--- src/rtl/uart_pkg.sv ---
// Shared UART/ALU definitions: controller state encoding and default data widths.
package uart_pkg;

    localparam int UART_NB_DATA = 8;
    localparam int UART_NB_OP   = 6;

    typedef enum logic [2:0] {
        IDLE    = 3'd0,
        GET_B   = 3'd1,
        GET_OP  = 3'd2,
        EXEC    = 3'd3,
        WAIT_TX = 3'd4
    } ctrl_state_t;

endpackage

--- src/rtl/frame_timeout.sv ---
// Inter-byte watchdog: counts baud ticks while enabled and flags the tick that closes the window.
module frame_timeout #(
    parameter int NB_TIMEOUT    = 16,
    parameter int TIMEOUT_TICKS = 1600
) (
    input  logic i_clk,
    input  logic i_reset,
    input  logic i_clear,
    input  logic i_enable,
    input  logic i_tick,
    output logic o_expire
);

    localparam logic [NB_TIMEOUT-1:0] LAST = NB_TIMEOUT'(TIMEOUT_TICKS - 1);

    logic [NB_TIMEOUT-1:0] cnt_q;
    logic [NB_TIMEOUT-1:0] cnt_d;

    assign o_expire = i_enable && i_tick && (cnt_q == LAST);

    // Held at zero outside the window so every entry starts a fresh count.
    always_comb begin
        cnt_d = cnt_q;
        if (i_clear || !i_enable || o_expire) begin
            cnt_d = '0;
        end else if (i_tick) begin
            cnt_d = cnt_q + NB_TIMEOUT'(1);
        end
    end

    always_ff @(posedge i_clk) begin
        if (i_reset) begin
            cnt_q <= '0;
        end else begin
            cnt_q <= cnt_d;
        end
    end

endmodule

--- src/rtl/uart_alu_ctrl.sv ---
// Collects A, B, opcode from the UART receiver, runs the ALU and launches one transmit;
// opcode byte at cycle N gives o_tx_start at N+2, bytes arriving while busy are dropped.
module uart_alu_ctrl
    import uart_pkg::*;
#(
    parameter int NB_DATA       = UART_NB_DATA,
    parameter int NB_OP         = UART_NB_OP,
    parameter int NB_TIMEOUT    = 16,
    parameter int TIMEOUT_TICKS = 1600
) (
    input  logic               i_clk,
    input  logic               i_reset,
    input  logic               i_tick,
    input  logic [NB_DATA-1:0] i_rx_data,
    input  logic               i_rx_done,
    input  logic [NB_DATA-1:0] i_alu_result,
    input  logic               i_tx_done,
    output logic [NB_DATA-1:0] o_data_a,
    output logic [NB_DATA-1:0] o_data_b,
    output logic [NB_OP-1:0]   o_op,
    output logic [NB_DATA-1:0] o_tx_data,
    output logic               o_tx_start,
    output logic               o_busy,
    output logic               o_err
);

    ctrl_state_t        state_q;
    logic [NB_DATA-1:0] data_a_q;
    logic [NB_DATA-1:0] data_b_q;
    logic [NB_OP-1:0]   op_q;
    logic [NB_DATA-1:0] tx_data_q;
    logic               tx_start_q;
    logic               err_q;

    logic in_frame;
    logic expire;
    logic timeout;
    logic unused_rx_hi;

    assign in_frame     = (state_q == GET_B) || (state_q == GET_OP);
    // A byte landing on the expiring tick still belongs to the frame.
    assign timeout      = expire && !i_rx_done;
    assign unused_rx_hi = ^i_rx_data[NB_DATA-1:NB_OP];

    frame_timeout #(
        .NB_TIMEOUT    (NB_TIMEOUT),
        .TIMEOUT_TICKS (TIMEOUT_TICKS)
    ) u_timeout (
        .i_clk    (i_clk),
        .i_reset  (i_reset),
        .i_clear  (i_rx_done),
        .i_enable (in_frame),
        .i_tick   (i_tick),
        .o_expire (expire)
    );

    always_ff @(posedge i_clk) begin
        if (i_reset) begin
            state_q    <= IDLE;
            data_a_q   <= '0;
            data_b_q   <= '0;
            op_q       <= '0;
            tx_data_q  <= '0;
            tx_start_q <= 1'b0;
            err_q      <= 1'b0;
        end else begin
            tx_start_q <= 1'b0;
            err_q      <= 1'b0;
            case (state_q)
                IDLE: begin
                    if (i_rx_done) begin
                        data_a_q <= i_rx_data;
                        state_q  <= GET_B;
                    end
                end
                GET_B: begin
                    if (i_rx_done) begin
                        data_b_q <= i_rx_data;
                        state_q  <= GET_OP;
                    end else if (timeout) begin
                        err_q   <= 1'b1;
                        state_q <= IDLE;
                    end
                end
                GET_OP: begin
                    if (i_rx_done) begin
                        op_q    <= i_rx_data[NB_OP-1:0];
                        state_q <= EXEC;
                    end else if (timeout) begin
                        err_q   <= 1'b1;
                        state_q <= IDLE;
                    end
                end
                EXEC: begin
                    tx_data_q  <= i_alu_result;
                    tx_start_q <= 1'b1;
                    state_q    <= WAIT_TX;
                end
                WAIT_TX: begin
                    if (i_tx_done) begin
                        state_q <= IDLE;
                    end
                end
                default: state_q <= IDLE;
            endcase
        end
    end

    assign o_data_a   = data_a_q;
    assign o_data_b   = data_b_q;
    assign o_op       = op_q;
    assign o_tx_data  = tx_data_q;
    assign o_tx_start = tx_start_q;
    assign o_err      = err_q;
    assign o_busy     = (state_q == EXEC) || (state_q == WAIT_TX);

endmodule
--- config.mk ---
export PLATFORM = sky130hd
export DESIGN_NAME = uart_alu_ctrl
export DESIGN_NICKNAME = d
export VERILOG_FILES = /design/src/rtl/uart_pkg.sv /design/src/rtl/frame_timeout.sv /design/src/rtl/uart_alu_ctrl.sv
export SDC_FILE = /design/constraint.sdc
export NUM_CORES = 1
export LEC_CHECK = 0
export ABC_AREA = 1
export CAP_MARGIN = 10
export CORE_MARGIN = 2
export CORE_UTILIZATION = 25
export DETAILED_ROUTE_END_ITERATION = 7
export MAX_ROUTING_LAYER = met4
export PLACE_DENSITY_LB_ADDON = 0.15
export SLEW_MARGIN = 5
export SYNTH_ARGS = -nofsm -noshare
export SYNTH_HDL_FRONTEND = slang
export SYNTH_HIERARCHICAL = 1
export SYNTH_SLANG_ARGS = --single-unit
--- constraint.sdc ---
create_clock -name i_clk -period 3.4 [get_ports i_clk]
set_input_delay 0.68 -clock i_clk [delete_from_list [all_inputs] [get_ports i_clk]]
set_output_delay 0.68 -clock i_clk [all_outputs]
set_load 0.01 [all_outputs]
After elaboration in Yosys (flattened, before gate mapping)
Cells that the tools add are included.
{"block": "classes", "addsub": 1, "eq_ne": 7, "mux": 8, "bitwise": 1, "n_reduce_logical": 17}
{"op": "adder 16 x 1 -> 16 bit, second input constant", "count": 1}
{"op": "equality test 16 x 11 -> 1 bit, second input constant", "count": 1}
{"op": "two-way mux 3 bit", "count": 5}
{"op": "one-hot mux 3 bit (5 select lines)", "count": 1}
{"op": "AND reduction 2 bit", "count": 4}
{"op": "equality test 3 x 2 -> 1 bit, second input constant", "count": 2}
{"op": "logical OR 1 bit", "count": 4}
{"op": "!= test 2 bit, second input constant", "count": 2}
{"op": "OR reduction 2 bit", "count": 2}
{"op": "equality test 3 x 1 -> 1 bit, second input constant", "count": 1}
{"op": "equality test 3 bit, second input constant", "count": 1}
{"op": "logical AND 1 bit", "count": 3}
{"op": "logical NOT 3 bit", "count": 1}
{"op": "OR reduction 3 bit", "count": 1}
{"op": "logical NOT 1 bit", "count": 2}
{"op": "two-way mux 1 bit", "count": 2}
{"op": "NOT 1 bit", "count": 1}
{"block": "word_totals", "reg_bits": 51, "inputBits": 21, "output_inout_bits": 33, "wordCells": 42}

Longest topological paths before layout
Gate-level depths: netlist of run 1.
{"block": "logic_depth", "word_depth": 8, "depth_mapped": 13, "mapped_depth_nobuf": 13}

Hierarchy
Netlist of run 1, hierarchy kept.
{"module": "uart_alu_ctrl", "instances": 1, "cells_per_inst": 166, "area_each_um2": 1372.6, "seq_area_each_um2": 700.7}
{"module": "frame_timeout", "instances": 1, "cells_per_inst": 121, "area_each_um2": 849.6, "seq_area_each_um2": 320.3}

Worst setup path after synthesis of run 1
No wires, ideal clock.
{"block": "synth_timing", "path_kind": "reg-to-output", "startpoint": "register state_q[0]", "endpoint": "output port o_busy", "t_arrival_ps": 904, "required_time_ps": 2720, "path_slack_ps": 1816, "stages_incl_launch_ff": 6, "n_path_buf": 1, "cell_sequence": "dfxtp_1 -> inv_2 -> nor2_4 -> nand2_2 -> buf_6 -> nand2_1"}
{"block": "synth_between", "elab_chain_len": 2, "elab_cells_between_ends": 3, "classes_between": "eq/ne: 2; reduce/logical: 1"}
{"element": "from (decl)", "line": "uart_alu_ctrl.sv:27", "source": "ctrl_state_t state_q;"}
{"element": "from (signal assigned)", "line": "uart_alu_ctrl.sv:59", "source": "state_q <= IDLE;"}
{"element": "from (signal assigned)", "line": "uart_alu_ctrl.sv:73", "source": "state_q <= GET_B;"}
{"element": "from (signal assigned)", "line": "uart_alu_ctrl.sv:79", "source": "state_q <= GET_OP;"}
{"element": "equality test 3 x 2 -> 1 bit or equality test 3 bit (tied branches)", "line": "uart_alu_ctrl.sv:115", "source": "assign o_busy = (state_q == EXEC) || (state_q == WAIT_TX);"}
{"element": "logical OR 1 bit (*)", "line": "uart_alu_ctrl.sv:115"}
{"element": "to (decl)", "line": "uart_alu_ctrl.sv:23", "source": "output logic o_busy,"}
Mark *: on every way between the ends. The rest lies on a longest branch, timed or not.

Worst setup path after layout of run 1
{"block": "layout_timing", "startpoint": "register state_q[1]", "endpoint": "output port o_busy"}
Same word-level chain as after synthesis.

==> results of run 1 <==
==> state kept, by name, summed over array words and instances (netlist names) <==
name	flops
o_data_b	8
o_op	6
o_tx_data	8
state_q	3
o_err	1
o_tx_start	1
o_data_a	8
u_timeout/cnt_q	16
==> power by group through the flow <==
stage          clock [W]  combinational (W)  sequential (W)
2_1_floorplan          0          0.0000932        0.000657
3_3_place_gp           0           0.000184        0.000651
3_5_place_dp           0           0.000183        0.000652
4_1_cts         0.000370           0.000184        0.000638
5_1_grt         0.000401           0.000202        0.000642
6_report        0.000353           0.000182        0.000637
==> cell type report <==
class	count	area [um^2]	share of cell area
clock inverter	2	12.5	0.00429
clock buffer	6	72.6	0.0249
sequential	51	1020	0.350
tap	108	135	0.0464
inverter	19	78.8	0.0271
multi-input combinational	209	1060	0.362
timing repair buffer	54	538	0.185
==> worst max-delay path by stage <==
stage	endpoint	slack, ns
2_1_floorplan	o_busy	1.82
3_3_place_gp	u_timeout/cnt_q[5]$_SDFFE_PP0P_	1.13
3_5_place_dp	u_timeout/cnt_q[0]$_SDFFE_PP0P_	1.06
4_1_cts	o_busy	0.84
5_1_grt	o_busy	0.69
6_report	o_busy	0.85
==> layer usage <==
metal,vias to the layer above,global-route usage,routed length (um)
met4,0,0.0443,84
met1,833,0.171,2800
met3,6,0.0329,302
li1,1035,-,-
met2,47,0.164,2130
met5,-,-,0
==> worst max-delay path, delay by kind of cell (launching register included) <==
family | cells | cell delay (ns)
AND/OR/NAND/NOR | 2 | 0.39
buffers and inverters | 1 | 0.55
flip-flops | 1 | 0.63
==> kinds of logic (layout without fill, tap and decap cells) <==
kind of cell    after synthesis  after routing  synth area share
xor+xnor                      8              8            0.0315
compound gates               41             41             0.100
buf+inv                      27             81            0.0653
simple gates                159            159             0.338
flops                        51             51             0.459
fa+ha+maj                     1              1           0.00563
==> stage by stage <==
step                      worst slack (ns)  utilization  total power [W]
final                                0.853        0.336          0.00117
after global routing                 0.694        0.336          0.00124
after CTS                            0.836        0.336          0.00119
after detailed placement              1.06        0.326         0.000834
after global placement                1.13        0.326         0.000834
after floorplan                       1.82            -         0.000750
==> layout by cell type (no fill, tap or decap), types with 5 or more instances in the layout <==
master,n
clkbuf_8,5
xor2_1,5
nand3_1,11
clkdlybuf4s50_1,53
a21oi_1,22
dfxtp_1,51
inv_1,15
nor2_1,57
nand2_1,61
nand4_1,9
o21ai_0,8
o21ai_1,5
==> metrics.txt, run 1 <==
total core area=0.00868 mm^2; Final Hold Vio Count=0; Synth area leader=dfxtp_1; combinational share of power=0.156; Hold Path Sink=o_op[2]$_SDFFE_PP0P_; fillers=937; Switching Fraction=0.274; RSZ-0062 raised after global routing=false; Seq pwr share=0.543; Die Ht=98.3 um; slew at the pin with the worst max-slew slack=0.638 ns; Worst Min Path Start=o_op[2]$_SDFFE_PP0P_; Clock power frac=0.301; Worst R2R End=state_q[0]$_SDFFE_PP0P_; Post-synth top cells=nand2_1, nor2_1, dfxtp_1; peak supply drop=0.140 mV; Routed Antenna Nets=0; Root Buffer Master=clkbuf_8; clock sink count=51; worst r2r src=state_q[1]$_SDFFE_PP0P_; number of instances in the placed design=441; initial core utilization=0.256; number of synthesized flops with an enable pin=0; First DRT Iteration DRCs=104; Crit Path Category=reg -> out; CP Data Required Time=2.72 ns; Hold Path Cell Cnt=2; syn_nets=309; Final min period=2.55 ns; initial antenna violation count=0; Leak=0.995 nW; Post-Syn Area=0.00222 mm^2; HPWL after DPL=3.77 mm; Pins Over Slew Limit=0; Rows=34; power density over the cells=402 mW/mm^2; clk_lat worst skew=0.31 ns; Reg clk slew, reported paths=0.10 ns; Hold WS=0.471 ns; highest clock rate=393 MHz; largest net degree at the start of global routing=21; crit share post-route=0.749; Min-Delay Path Class=reg -> reg; CTS Buf Count=5; R2R cell count=12; Yosys reg bits=51; DRC=0; Synth Instances=287; Worst Skew=0.0134 ns; ys flop type=dfxtp_1; die footprint=0.00966 mm^2; vias in the first global route=1813; Layout area overhead=31.1%; gr ovfl total=0; via count=1921; top cell type's share of synthesized area=0.459; top cells by area, synth=dfxtp_1, nand2_1, nor2_1; Wirelength per Cell=11.8 um; PortBufs=53; Final Wtd Congestion=0.738; H-tree depth=2; setup TNS=0 ns; Synth async-reset ratio=0; DR pass1 iterations=4; crit path max fanout=12; Synth Area per Inst=7.74 um^2; relative slew slack=0.573; TritonCTS clock tree=done; Slowest cell on crit path=dfxtp_1; ratio of cells with drive above 1 in the final layout=0.0909; post-synth cell types=35; number of top-level pins=54; maximum clock path buffer count=2; status=completed; final non-filler cell area=0.00291 mm^2; routed vias/inst=4.28; critical path capture point type=primary output; most numerous cell in the Yosys netlist=nand2_1; critical path arrival=1.87 ns; CP Launch Point=state_q[1]$_SDFFE_PP0P_; final non-filler cell total=449; post-CTS sizing=0; max incr delay on CP=0.63 ns; Nets=362; switching power=0.000322 W; Detailed Route WL=5.31 mm; internal power=0.000851 W; YS warnings=6; setup violators final=0; Antenna diodes=0; Hold-fix buffers, CTS=0; Worst Setup Start Kind=register; overall routing resource usage=0.121; Post-CTS Setup Inserts=0; global-route wire length before repair=9.14 mm; R2R Setup Slk=1.64 ns; Max-Cap Viols=0; crit-path cells=nand2_2 -> nand2_1 -> clkdlybuf4s50_1; die extent in x=98.3 um; sequential area share after synthesis=0.459; Post-DP Area=0.00283 mm^2
Note: power is estimated with default switching activity, not from simulation.
==> run 2, diff against run 1 <==
==> constraint.sdc (replaced) <==
create_clock -name i_clk -period 2.4 [get_ports i_clk]
set_input_delay 0.48 -clock i_clk [delete_from_list [all_inputs] [get_ports i_clk]]
set_output_delay 0.48 -clock i_clk [all_outputs]
set_load 0.01 [all_outputs]
==> run 2 against run 1 <==
Routed wire length is 4.3% lower. Power is 45% higher. Combinational power increased by 42%. Clock power grew 52%. Sequential power grew 42%. Critical path depth is 2 higher. Critical path type unchanged. Critical endpoint unchanged.
==> metrics.txt, run 2 (synthesis gave the netlist of run 1 again) <==
status=completed; total core area=0.00868 mm^2; commonest non-fill, non-tap cell in the layout=nand2_1; ratio of cells with drive above 1 in the final layout=0.102; Post-CTS Setup Inserts=0; pre-CTS setup slack=0.406 ns; Hold WS=0.470 ns; Clock power frac=0.317; Setup WS post-layout=0.136 ns; post-CTS sizing=0; slew at the pin with the worst max-slew slack=0.494 ns; Detailed Route WL=5.09 mm; critical path arrival=1.78 ns; initial antenna violation count=0; First DRT Iteration DRCs=74; combinational share of power=0.152; Pwr Total=0.00170 W; Reg clk slew, reported paths=0.09 ns; Wirelength per Cell=11.3 um; WP buf/inv=2; Pins Over Slew Limit=0; routed vias/inst=4.27; Die Ht=98.3 um; overall routing resource usage=0.115; clock sink count=51; final non-filler cell total=451; Max-Cap Viols=0; clk_lat worst skew=0.30 ns; most flop-heavy register=u_timeout/cnt_q; Layout area overhead=32.7%; cell family with most CP delay=buffers and inverters; switching power=0.000431 W; setup violators final=0; Final min period=2.26 ns; max incr delay on CP=0.53 ns; peak supply drop=0.224 mV; Worst Setup Start Kind=register; Seq pwr share=0.531; H-tree depth=2; Crit Path Category=reg -> out; number of instances in the placed design=443; CP Data Required Time=1.92 ns; vias in the first global route=1831; power density over the cells=575 mW/mm^2; max reg flops=16; Switching Fraction=0.254; global-route wire length before repair=8.78 mm; die extent in x=98.3 um; TritonCTS clock tree=done; most frequent cells in the layout=nand2_1, nor2_1, clkdlybuf4s50_1; crit-path cells=inv_2 -> nor2_4 -> nand2_2 -> nand2_1 -> clkdlybuf4s50_1; critical path capture point type=primary output; Rows=34; Final Hold Vio Count=0; HPWL after DPL=3.88 mm; initial core utilization=0.256; Routed Antenna Nets=0; Slowest cell on crit path=clkdlybuf4s50_1; RSZ-0062 raised after global routing=false; highest clock rate=442 MHz; via count=1925; Root Buffer Master=clkbuf_8; DRC=0; relative slew slack=0.670; largest net degree at the start of global routing=18; die footprint=0.00966 mm^2; setup TNS=0 ns; CTS Buf Count=5; Nets=364; DR pass1 iterations=4; PortBufs=53; internal power=0.00127 W; number of top-level pins=54; Min-Delay Path Class=reg -> reg; Antenna diodes=0; crit path max fanout=11; Leak=1.01 nW; Hold-fix buffers, CTS=0; Final Wtd Congestion=0.739; Worst Skew=0.00498 ns; crit share post-route=0.943; maximum clock path buffer count=2; gr ovfl total=0
==> run 2: cell types whose count changed in the layout (fill, tap and decap cells not counted) <==
cell / before / now
clkinv_2: 1 / 0
dfxtp_1: 51 / 50
clkbuf_1: 1 / 0
buf_4: 1 / 3
clkbuf_8: 5 / 7
dfxtp_2: 0 / 1
==> run 2: power groups by stage <==
stage                     registers, W  clock network (W)  logic [W]
final                         0.000902           0.000537   0.000258
after global routing          0.000908           0.000605   0.000287
after CTS                     0.000903           0.000568   0.000262
after detailed placement      0.000922                  0   0.000261
after global placement        0.000921                  0   0.000263
after floorplan               0.000931                  0   0.000132
==> run 2: worst paths after layout <==
| check | slack (ns) | end | depth (start not counted) | from |
|---|---|---|---|---|
| worst max-delay path | 0.14 | o_busy | 5 | state_q[0]$_SDFFE_PP0P_ |
| worst min-delay path | 0.47 | u_timeout/cnt_q[15]$_SDFFE_PP0P_ | 2 | u_timeout/cnt_q[15]$_SDFFE_PP0P_ |
| worst max register to register | 0.72 | state_q[1]$_SDFFE_PP0P_ | 11 | state_q[0]$_SDFFE_PP0P_ |
| worst min register to register | 0.47 | u_timeout/cnt_q[15]$_SDFFE_PP0P_ | 2 | u_timeout/cnt_q[15]$_SDFFE_PP0P_ |
==> run 2: layout make-up <==
cell class / instances / area [um^2]
clock buffers: 7 / 96.3
repair buffers: 56 / 553
clock inverters: 1 / 7.51
well taps: 108 / 135
inverters: 19 / 78.8
multi-input cells: 209 / 1060
flip-flops and latches: 51 / 1020
fillers: 937 / 5730
==> run 2: metrics by stage <==
stage	utilization	cell area, um^2
final	0.340	2950
after global placement	0.328	2840
after floorplan	-	2220
after CTS	0.340	2950
after detailed placement	0.328	2840
after global routing	0.340	2950
==> run 2: tightest hold or removal path, cell delays in order (launching register included) <==
cell and delay [ns]:
dfxtp_1 0.32, nand2_1 0.06, a21oi_1 0.05
==> run 2: layer usage <==
layer | vias up | track usage | part of all wire
li1 | 1032 | - | -
met5 | - | - | 0
met3 | 5 | 0.0243 | 0.057
met4 | 0 | 0.0316 | 0.0090
met1 | 837 | 0.161 | 0.50
met2 | 51 | 0.166 | 0.43
==> patch (config.mk and constraints of run 2) <==
`NB_TIMEOUT` is set to 16 in 2 places; all go to 15.
--- a/src/rtl/frame_timeout.sv
+++ b/src/rtl/frame_timeout.sv
@@ -1,6 +1,6 @@
 // Inter-byte watchdog: counts baud ticks while enabled and flags the tick that closes the window.
 module frame_timeout #(
-    parameter int NB_TIMEOUT    = 16,
+    parameter int NB_TIMEOUT    = 15,
     parameter int TIMEOUT_TICKS = 1600
 ) (
     input  logic i_clk,
--- a/src/rtl/uart_alu_ctrl.sv
+++ b/src/rtl/uart_alu_ctrl.sv
@@ -5,7 +5,7 @@
 #(
     parameter int NB_DATA       = UART_NB_DATA,
     parameter int NB_OP         = UART_NB_OP,
-    parameter int NB_TIMEOUT    = 16,
+    parameter int NB_TIMEOUT    = 15,
     parameter int TIMEOUT_TICKS = 1600
 ) (
     input  logic               i_clk,
Behaviour: same outputs for any inputs over 10 cycles, from zero or initial values and one cycle with i_reset high; that may be too few to reach the edited logic, so the function may still have changed.
==> patch against run 2 <==
Area after synthesis increased by 4.8%. Sequential cell count decreased by 1. Fmax increased by 1.6%. Total power increased by 5.2%. Routed wire length increased by 6.1%. Worst setup slack improved by 0.037 ns. Design area increased by 3.9%. Register-to-register slack got worse by 0.23 ns. Largest power group unchanged.
==> patch: results <==
[final_layout]
fillers = 991
largest_reg_flops = 15
layout.nets = 368
antenna_cells = 0
post_route_cells_drive_above_1_share = 0.150
regMostFlops = "u_timeout/cnt_q"

[sta]
maxSlewHeadroom = 0.620
clock_skew_ns = 0.0112

[detailed_routing]
via_per_inst = 4.29
drt-initial-drc-count = 73
first_pass_iters = 4
routedWlPerCell_um = 11.8
route.vias.total = 1964

[place]
dp_hpwl_mm = 3.95
dpl_cell_area_um2 = 2950
io_buffers = 53
gp_congestion = 0.784
dp.cells = 450

[cts]
cts_buffer_depth = 2
root_buffer = "clkbuf_8"
post_cts_buffers = 0
htreeDepth = 2
numCtsBuffers = 5
cts_resized = 0
clk_latency_ns = 0.31
clk_pin_slew_worst_paths_ns = 0.10

[global_routing]
grt_max_degree = 19
grt_pass1_wl_mm = 9.13
antenna_found_initial = 0
grt_pass1_vias = 1869
grt_use_total = 0.116

[setup_path]
worstPathArrival_ns = 1.75
cpPeakStageDelay_ns = 0.54
crit_family = "buffers and inverters"
crit_fanout = 12
slowest_stage = "clkdlybuf4s50_1"

[yosys]
yosys_warnings = 6
synth_common_cells = "nand2_1 (54), nor2_1 (51), dfxtp_1 (50), inv_1 (22), a21oi_1 (15)"
synthCells = 291
synth_cell_types = 33
synth_fp_nets = 313
seq_area_frac_synth = 0.430
yosys-top-cells-area = "dfxtp_1 (43%), nand2_1 (8.7%), nor2_1 (8.2%)"
synth_top_cell_by_area = "dfxtp_1"
async_flop_share = 0

[power]
leakage_nw = 1.07
ir_drop_v = 0.000264

[hold_path]
hp-class = "reg2reg"

[outcome]
status = "complete, no violations"
## patch: logic make-up (layout without fill, tap and decap cells)
logic type | count (synthesis) | after routing | synth area share
AOI/OAI and AO/OA | 35 | 35 | 0.0865
xor gates and xnor gates | 8 | 8 | 0.0301
adders and majority gates | 1 | 1 | 0.00537
buffers and inverters | 38 | 94 | 0.0870
DFF | 50 | 50 | 0.430
muxes | 1 | 1 | 0.00430
and+or+nand+nor | 158 | 158 | 0.357
## patch: path summary, 6_finish.rpt
path	from	end	slack, ns	cells after the start
min reg2reg	o_op[3]$_SDFFE_PP0P_	o_op[3]$_SDFFE_PP0P_	0.47	2
min	o_op[3]$_SDFFE_PP0P_	o_op[3]$_SDFFE_PP0P_	0.47	2
max reg2reg	state_q[1]$_SDFFE_PP0P_	state_q[1]$_SDFFE_PP0P_	0.49	8
max	state_q[1]$_SDFFE_PP0P_	o_busy	0.17	4
## patch: report_power, final
group	internal, W	total [W]	switching (W)
registers	0.000862	0.000886	0.0000240
logic	0.000128	0.000273	0.000145
clock network	0.000318	0.000627	0.000309
total	0.00131	0.00179	0.000478
## patch: through the flow
stage	utilization	hold WS, ns	worst slack, ns
finish	0.335	0.472	0.172
global route	0.335	0.492	0.0354
CTS	0.335	0.476	0.135
detailed placement	0.322	0.459	0.364
global placement	0.322	0.451	0.385
floorplan	-	0.483	0.787
## patch: per-layer routing
metal,routed length (um),up-vias,GRT usage
li1,-,1032,-
met1,2610,874,0.152
met2,2370,53,0.177
met3,358,5,0.0291
met4,57,0,0.0348
met5,0,-,-
## patch: layout make-up
| cell class | instances | area, um2 | area share |
|---|---|---|---|
| tap | 111 | 139 | 0.0453 |
| clock buffer | 5 | 68.8 | 0.0225 |
| clock inverter | 3 | 48.8 | 0.0159 |
| inverter | 29 | 119 | 0.0388 |
| timing repair buffer | 57 | 561 | 0.183 |
| sequential | 50 | 1000 | 0.327 |
| multi-input combinational | 203 | 1130 | 0.368 |
## patch: worst min-delay path, delay by kind of cell, from the launching register on
family / cells / cell delay (ns)
AO/OA/AOI/OAI: 1 / 0.05
AND/OR/NAND/NOR: 1 / 0.06
flip-flops: 1 / 0.33
